**src/rtl/count_capture.sv**
```systemverilog
// Timestamp capture stage: extends an upstream CW-bit count with a wrap counter
// and queues {ext, cnt} snapshots in a show-ahead FIFO drained by valid/ready.
module count_capture #(
  parameter int CW    = 4,
  parameter int EW    = 8,
  parameter int DEPTH = 4,
  localparam int LW   = $clog2(DEPTH) + 1
) (
  input  logic             clk,
  input  logic             clr,
  input  logic [CW-1:0]    cnt_in,
  input  logic             cap_req,
  input  logic             match_en,
  input  logic [CW-1:0]    match_val,
  input  logic             ovf_clr,
  output logic [EW+CW-1:0] out_data,
  output logic             out_valid,
  input  logic             out_ready,
  output logic [EW-1:0]    ext_cnt,
  output logic             wrap_pulse,
  output logic             match_pulse,
  output logic             overflow,
  output logic [LW-1:0]    fifo_level
);

  localparam int AW = $clog2(DEPTH);

  logic [CW-1:0]    r_prev;
  logic [EW-1:0]    r_ext;
  logic             r_wrap;
  logic             r_match;
  logic             r_ovf;
  logic [EW+CW-1:0] r_mem [DEPTH];
  logic [AW-1:0]    r_wptr;
  logic [AW-1:0]    r_rptr;
  logic [LW-1:0]    r_level;

  logic             w_wrap;
  logic             w_match;
  logic             w_push;
  logic             w_full;
  logic             w_empty;
  logic             w_pop;
  logic             w_accept;
  logic             w_drop;
  logic [EW-1:0]    w_ext_next;
  logic [EW+CW-1:0] w_snap;

  assign w_wrap     = (r_prev == {CW{1'b1}}) && (cnt_in == '0);
  assign w_match    = match_en && (cnt_in == match_val) && (cnt_in != r_prev);
  assign w_ext_next = r_ext + EW'(w_wrap);
  // Snapshot taken on the wrap cycle already carries the new epoch.
  assign w_snap     = {w_ext_next, cnt_in};

  assign w_push   = cap_req || w_match;
  assign w_full   = (r_level == LW'(DEPTH));
  assign w_empty  = (r_level == '0);
  assign w_pop    = !w_empty && out_ready;
  assign w_accept = w_push && (!w_full || w_pop);
  assign w_drop   = w_push && w_full && !w_pop;

  always_ff @(posedge clk or posedge clr) begin
    if (clr) begin
      r_prev  <= '0;
      r_ext   <= '0;
      r_wrap  <= 1'b0;
      r_match <= 1'b0;
      r_ovf   <= 1'b0;
      r_wptr  <= '0;
      r_rptr  <= '0;
      r_level <= '0;
      for (int i = 0; i < DEPTH; i++) r_mem[i] <= '0;
    end else begin
      r_prev  <= cnt_in;
      r_ext   <= w_ext_next;
      r_wrap  <= w_wrap;
      r_match <= w_match;
      // A drop in the same cycle as ovf_clr keeps the flag set.
      if (w_drop)       r_ovf <= 1'b1;
      else if (ovf_clr) r_ovf <= 1'b0;
      if (w_accept) begin
        r_mem[r_wptr] <= w_snap;
        r_wptr        <= r_wptr + 1'b1;
      end
      if (w_pop) r_rptr <= r_rptr + 1'b1;
      case ({w_accept, w_pop})
        2'b10:   r_level <= r_level + 1'b1;
        2'b01:   r_level <= r_level - 1'b1;
        default: r_level <= r_level;
      endcase
    end
  end

  assign out_data    = r_mem[r_rptr];
  assign out_valid   = !w_empty;
  assign ext_cnt     = r_ext;
  assign wrap_pulse  = r_wrap;
  assign match_pulse = r_match;
  assign overflow    = r_ovf;
  assign fifo_level  = r_level;

endmodule

```
**config.mk**
```make
export PLATFORM = sky130hd
export DESIGN_NAME = count_capture
export DESIGN_NICKNAME = d
export VERILOG_FILES = /design/src/rtl/count_capture.sv
export SDC_FILE = /design/constraint.sdc
export NUM_CORES = 1
export LEC_CHECK = 0
export BUFFER_PORTS_ARGS = -buffer_cell sky130_fd_sc_hd__buf_2
export CAP_MARGIN = 20
export CORE_MARGIN = 2
export CORE_UTILIZATION = 40
export CTS_BUF_LIST = sky130_fd_sc_hd__clkbuf_8
export DETAILED_ROUTE_END_ITERATION = 12
export PLACE_DENSITY = 0.59
export SLEW_MARGIN = 0
export SYNTH_ARGS = -nofsm -noshare
export SYNTH_HDL_FRONTEND = slang
export SYNTH_SLANG_ARGS = --single-unit
```
**constraint.sdc**
```tcl
create_clock -name clk -period 2.7 [get_ports clk]
set_input_delay 0.54 -clock clk [delete_from_list [all_inputs] [get_ports clk]]
set_output_delay 0.54 -clock clk [all_outputs]
set_load 0.02 [all_outputs]
```
# --- Yosys cells after proc, flatten, opt, wreduce, memory -nomap -nowiden ---
# Index checks and enable logic that the tools add are counted.
op_classes:
  n_addsub: 5
  order_cmp: 3
  eq_ne: 6
  muxes: 9
  n_bitwise: 2
  n_reduce_logical: 17
op_table:
  columns: ["op", "n"]
  rows:
  - ["$bwmux 48", 1]
  - ["$mux 12", 3]
  - ["$bmux 12 s2", 1]
  - ["$demux 12 s2", 1]
  - ["$add 8x1->8", 1]
  - ["$logic_and 1x1->1", 8]
  - ["$ge 3x3->1 const B", 2]
  - ["$not 2->3", 2]
  - ["$pmux 3 s2", 1]
  - ["$add 2x1->2 const B", 2]
  - ["$eq 4x4->1", 1]
  - ["$eq 4x4->1 const B", 1]
  - ["$logic_not 4->1", 1]
  - ["$ne 4x4->1", 1]
  - ["$reduce_bool 2->1", 2]
  - ["$add 3x1->3 const B", 1]
  - ["$eq 3x3->1 const B", 1]
  - ["$logic_not 1->1", 3]
  - ["$logic_not 3->1", 1]
  - ["$lt 3x1->1 const B", 1]
  - ["$sub 3x1->3 const B", 1]
  - ["$eq 2x1->1 const B", 1]
  - ["$eq 2x2->1 const B", 1]
  - ["$logic_or 1x1->1", 2]
  - ["$mux 1", 2]
word_totals:
  regBits: 70
  in_bits: 14
  out_inout_bits: 27
  elab_cells: 54

# --- Depth between registers and ports, before layout ---
depth:
  ltp_word: 7
  mapped_depth: 11
  mapped_depth_nobuf: 10

# --- Worst setup path before layout ---
# OpenSTA, ideal clock, no wires.
synth_path:
  kind: "input-to-reg"
  startpoint: "input cnt_in[1]"
  endpoint: "register r_level[2] (netlist: fifo_level[2])"
  setup_time_ns: 0.080
  arrival_time_ns: 2.474
  t_required_ns: 2.620
  path_slack_ns: 0.146
  cell_stages: 10
  path_buffers: 0
  cell_sequence: "xor2_1 o41ai_4 o31ai_1 inv_1 ha_1 inv_1 fa_1 xor2_1 nor2_1 xor2_1"
synth_via:
  elab_chain_cells: 7
  elab_cells_between_ends: 10
  cone_classes: "eq/ne: 4; mux: 1; reduce/logical: 5"
synth_lines:
  columns: ["item", "line", "source"]
  rows:
  - ["start: declaration", "11", "input logic [CW-1:0] cnt_in,"]
  - ["$eq 4x4->1", "50", "assign w_match = match_en && (cnt_in == match_val) && (cnt_in != r_prev);"]
  - ["$logic_and 1x1->1", "50", null]
  - ["$logic_and 1x1->1 (*)", "50", null]
  - ["$logic_or 1x1->1 (*)", "55", "assign w_push = cap_req || w_match;"]
  - ["$logic_and 1x1->1 (*)", "59", "assign w_accept = w_push && (!w_full || w_pop);"]
  - ["$eq 2x1->1 / $eq 2x2->1 (equally long branches)", "86", "case ({w_accept, w_pop})"]
  - ["$pmux 3 s2 / $reduce_bool 2->1 (equally long branches)", null, null]
  - ["end signal: assignment", "87", "2'b10: r_level <= r_level + 1'b1;"]
  - ["end signal: assignment", "88", "2'b01: r_level <= r_level - 1'b1;"]
  - ["end signal: assignment", "89", "default: r_level <= r_level;"]
  - ["end: declaration", "36", "logic [LW-1:0] r_level;"]
# Every way passes the cells marked *; elsewhere a longest branch is shown, timed or not.
# A chain may end at the register's enable or synchronous reset.

# --- Worst setup path in the final report ---
layout_path:
  startpoint: "input cnt_in[0]"
  endpoint: "register r_mem[46] (netlist bit)"
layout_via:
  elab_cells_between_ends: 10
  cone_classes: "add/sub: 1; eq/ne: 2; mux: 1; reduce/logical: 6"
layout_rtl:
  columns: ["item", "line", "source"]
  rows:
  - ["$logic_not 4->1", "49", "assign w_wrap = (r_prev == {CW{1'b1}}) && (cnt_in == '0);"]
  - ["$logic_and 1x1->1", "49", null]
  - ["via w_wrap", "38", "logic w_wrap;"]
  - ["$add 8x1->8", "51", "assign w_ext_next = r_ext + EW'(w_wrap);"]
  - ["via w_ext_next[6]", "46", "logic [EW-1:0] w_ext_next;"]
  - ["$bwmux 48", "82", "r_mem[r_wptr] <= w_snap;"]
  - ["end signal: indexed assignment", "82", null]
  - ["end: declaration", "33", "logic [EW+CW-1:0] r_mem [DEPTH];"]
# The timed path passes the listed nets, and every way through them passes these cells.

==> key figures <==
Run status
  – Status: completed

Cells and area
  – Most common cell after layout, fill and taps aside: dfrtp_1
  – Fillers: 726
  – Sequential cell area: 1750 um^2
  – Multi-input gate area: 1510 um^2
  – Syn-to-layout area delta: 19.7%
  – Final Core Density: 49.0%
  – Commonest cells after routing, fill and taps aside: dfrtp_1 (70), mux2_4 (40), buf_2 (40)
  – Layout cell share with drive strength beyond 1: 51.1%
  – Antenna cells: 0
  – Nets: 299

Timing
  – F_max: 402 MHz
  – Crit share post-route: 92.2%
  – RSZ-0062 raised after global routing: no
  – Worst Slack Setup Final: 0.210 ns
  – Hold Slack: 0.235 ns
  – Fin. Hold Viols: 0
  – Relative slew slack: 59.9%
  – Fin. max-slew vios: 0
  – Clock Skew: 0.00785 ns
  – Final setup violation count: 0
  – Period minus WS final: 2.49 ns
  – Worst-Margin Slew: 0.602 ns

Pwr
  – Pleak: 0.00199 uW
  – Peak supply drop: 0.440 mV
  – P_int: 2490 uW
  – Reg power frac: 39.5%
  – Switching part of the total: 32.4%
  – Power per cell area: 921 nW/um^2
  – Switching power: 1200 uW
  – Gate power share: 38.2%
  – Clock power share: 22.3%

Routing
  – Vias/cell: 4.94
  – Post-route ant nets: 0
  – DR DRC count: 0
  – Vias: 1,903
  – First-pass iteration count of the detailed router: 4
  – Iter 0 DRT Violations: 69
  – WL per Instance: 17.4 um
  – Final Routed Wirelength: 6700 um

Setup path
  – Critical path buffer and inverter count: 1
  – Crit-path cells: buf_2 -> or4_2 -> nor2_1 -> ha_1 -> ha_1 -> and3_1 -> nand3_1 -> xnor2_1 -> mux2_2
  – CP top delay family: simple AND/OR/NAND/NOR gates
  – R2R Setup Slk: 0.39 ns
  – CP max stage delay: 0.65 ns
  – Worst path slowest cell: or4_2
  – Crit path launch type: input pin
  – Critical path peak fanout: 5
  – Crit Path Category: input pin to flop
  – Critical path endpoint category: flop
  – CP required: 2.97 ns
  – Cell mode on critical path: ha_1
  – CP Data Arrival Time: 2.77 ns

Synthesis
  – Syn nets: 233
  – Yosys reg bits: 70
  – Mapped cell area: 3350 um^2
  – Area leader, netlist: dfrtp_1
  – Yosys warns: 0
  – FFs w/ async S/R, synth: 100%
  – Main synth FF type: dfrtp_1
  – Mean Syn Cell Area: 15.9 um^2
  – Largest cells by area after synthesis: dfrtp_1 (52%), mux2_4 (18%), mux4_2 (8.1%)
  – Sequential element share of the synthesized area: 52.3%
  – Share of the synthesized area in the top cell type: 52.3%
  – Post-synth EDFFs: 0
  – Cells after Synth: 211
  – Netlist cell types: 29

Clocking
  – CTS Buf Count: 9
  – Clock Tree Buf Depth: 2
  – Setup bufs post-CTS: 0
  – Clock sinks: 70
  – Post-CTS Resized: 0
  – Worst-path clk slew: 0.07 ns
  – Root buffer cell: clkbuf_8
  – CTS tree: built
  – # hold bufs at CTS: 0
  – Clk_lat worst skew: 0.34 ns
  – H-tree depth: 3

Floorplanning
  – # rows: 33
  – Top-Level Pins: 41
  – Die span in x: 95.5 um
  – Die Y: 95.5 um
  – Total die area: 9120 um^2
  – Initial Util: 40.9%
  – Core ar.: 8180 um^2

Placed design
  – Final HPWL DP: 4620 um
  – Pre-CTS WS: -0.0780 ns
  – Port-buffer cells: 40
  – Placer Congestion: 0.726

Global route
  – Gr usage total: 16.8%
  – Vias in the first global route: 2,026
  – Initial antenna violation count: 0
  – Remaining Overflow, GRT: 0
  – Largest net degree at the start of global routing: 49
  – First-pass GRT wire length: 11,200 um

Run
  – Maxcap violations: 0

Worst hold path
  – Hold WC Path Type: input pin to asynchronous set/reset pin
[layout make-up]
cell class	instances	share of cell area [%]
sequential	70	43.7
multi-input combinational	125	37.6
timing repair buffer	63	9.93
clock buffer	11	3.78
tap	105	3.28
clock inverter	3	0.937
inverter	8	0.750
[worst paths after layout]
check / cells past startpoint / start / to
max in group asynchronous: 3 / clr / r_mem[21]
worst max-delay path: 9 / cnt_in[0] / r_mem[46]
worst min register to register: 1 / r_mem[9] / r_mem[9]
worst min-delay path: 2 / clr / r_mem[16]
worst max register to register: 10 / fifo_level[0] / fifo_level[2]
min in group clk: 1 / cnt_in[3] / r_prev[3]
[flip-flops by register name (all words and copies together) (netlist names)]
signal / flops
r_mem: 48
fifo_level: 3
r_rptr: 2
r_wptr: 2
wrap_pulse: 1
r_prev: 4
match_pulse: 1
overflow: 1
ext_cnt: 8
[power groups by stage]
stage / logic, uW / registers (uW) / clock network, uW
after global placement: 1410 / 1460 / 0
after global routing: 1540 / 1490 / 902
after floorplan: 1060 / 1430 / 0
final: 1410 / 1460 / 823
after CTS: 1430 / 1460 / 858
after detailed placement: 1430 / 1470 / 0
[metrics by stage]
stage               TNS [ns]  cells  total power [uW]  instance area, um^2
finish                     0    385              3690                 4010
global route               0    385              3920                 4010
CTS                        0    385              3750                 4010
detailed placement    -0.372    371              2900                 3820
global placement           0    371              2880                 3820
floorplan                  0    211              2490                 3350
[cells in the mapped netlist, types with 2 or more instances]
| cell type | instances |
|---|---|
| buf_1 | 2 |
| buf_6 | 4 |
| clkbuf_1 | 2 |
| dfrtp_1 | 70 |
| ha_1 | 7 |
| inv_1 | 8 |
| mux2_2 | 9 |
| mux2_4 | 40 |
| mux4_2 | 12 |
| nand2_1 | 8 |
| nand3_1 | 6 |
| nand4_1 | 2 |
| nor2_1 | 4 |
| o31ai_2 | 4 |
| xnor2_1 | 9 |
| xor2_1 | 11 |
[cells by family after synthesis]
logic type,share of synthesized area [%]
mux,29.3
simple gates,4.15
xor+xnor,5.23
flops,52.3
fa+ha+maj,3.21
buf+inv,2.69
compound gates,3.03
[metal layers]
metal  part of all wire (%)  track usage, %
met3                    4.7            5.85
met5                      0               0
met2                     46            25.2
met4                   0.93            4.40
met1                     48            23.4
[worst reg2reg max path, stage by stage, from the launching register on]
cell     delay [ns]
dfrtp_1        0.45
or4b_1         0.55
nand2_1        0.09
o31ai_1        0.08
inv_1          0.08
ha_1           0.16
inv_1          0.06
fa_1           0.37
xor2_1         0.15
nor2_1         0.11
xor2_1         0.15
Note: power is estimated with default switching activity, not from simulation.
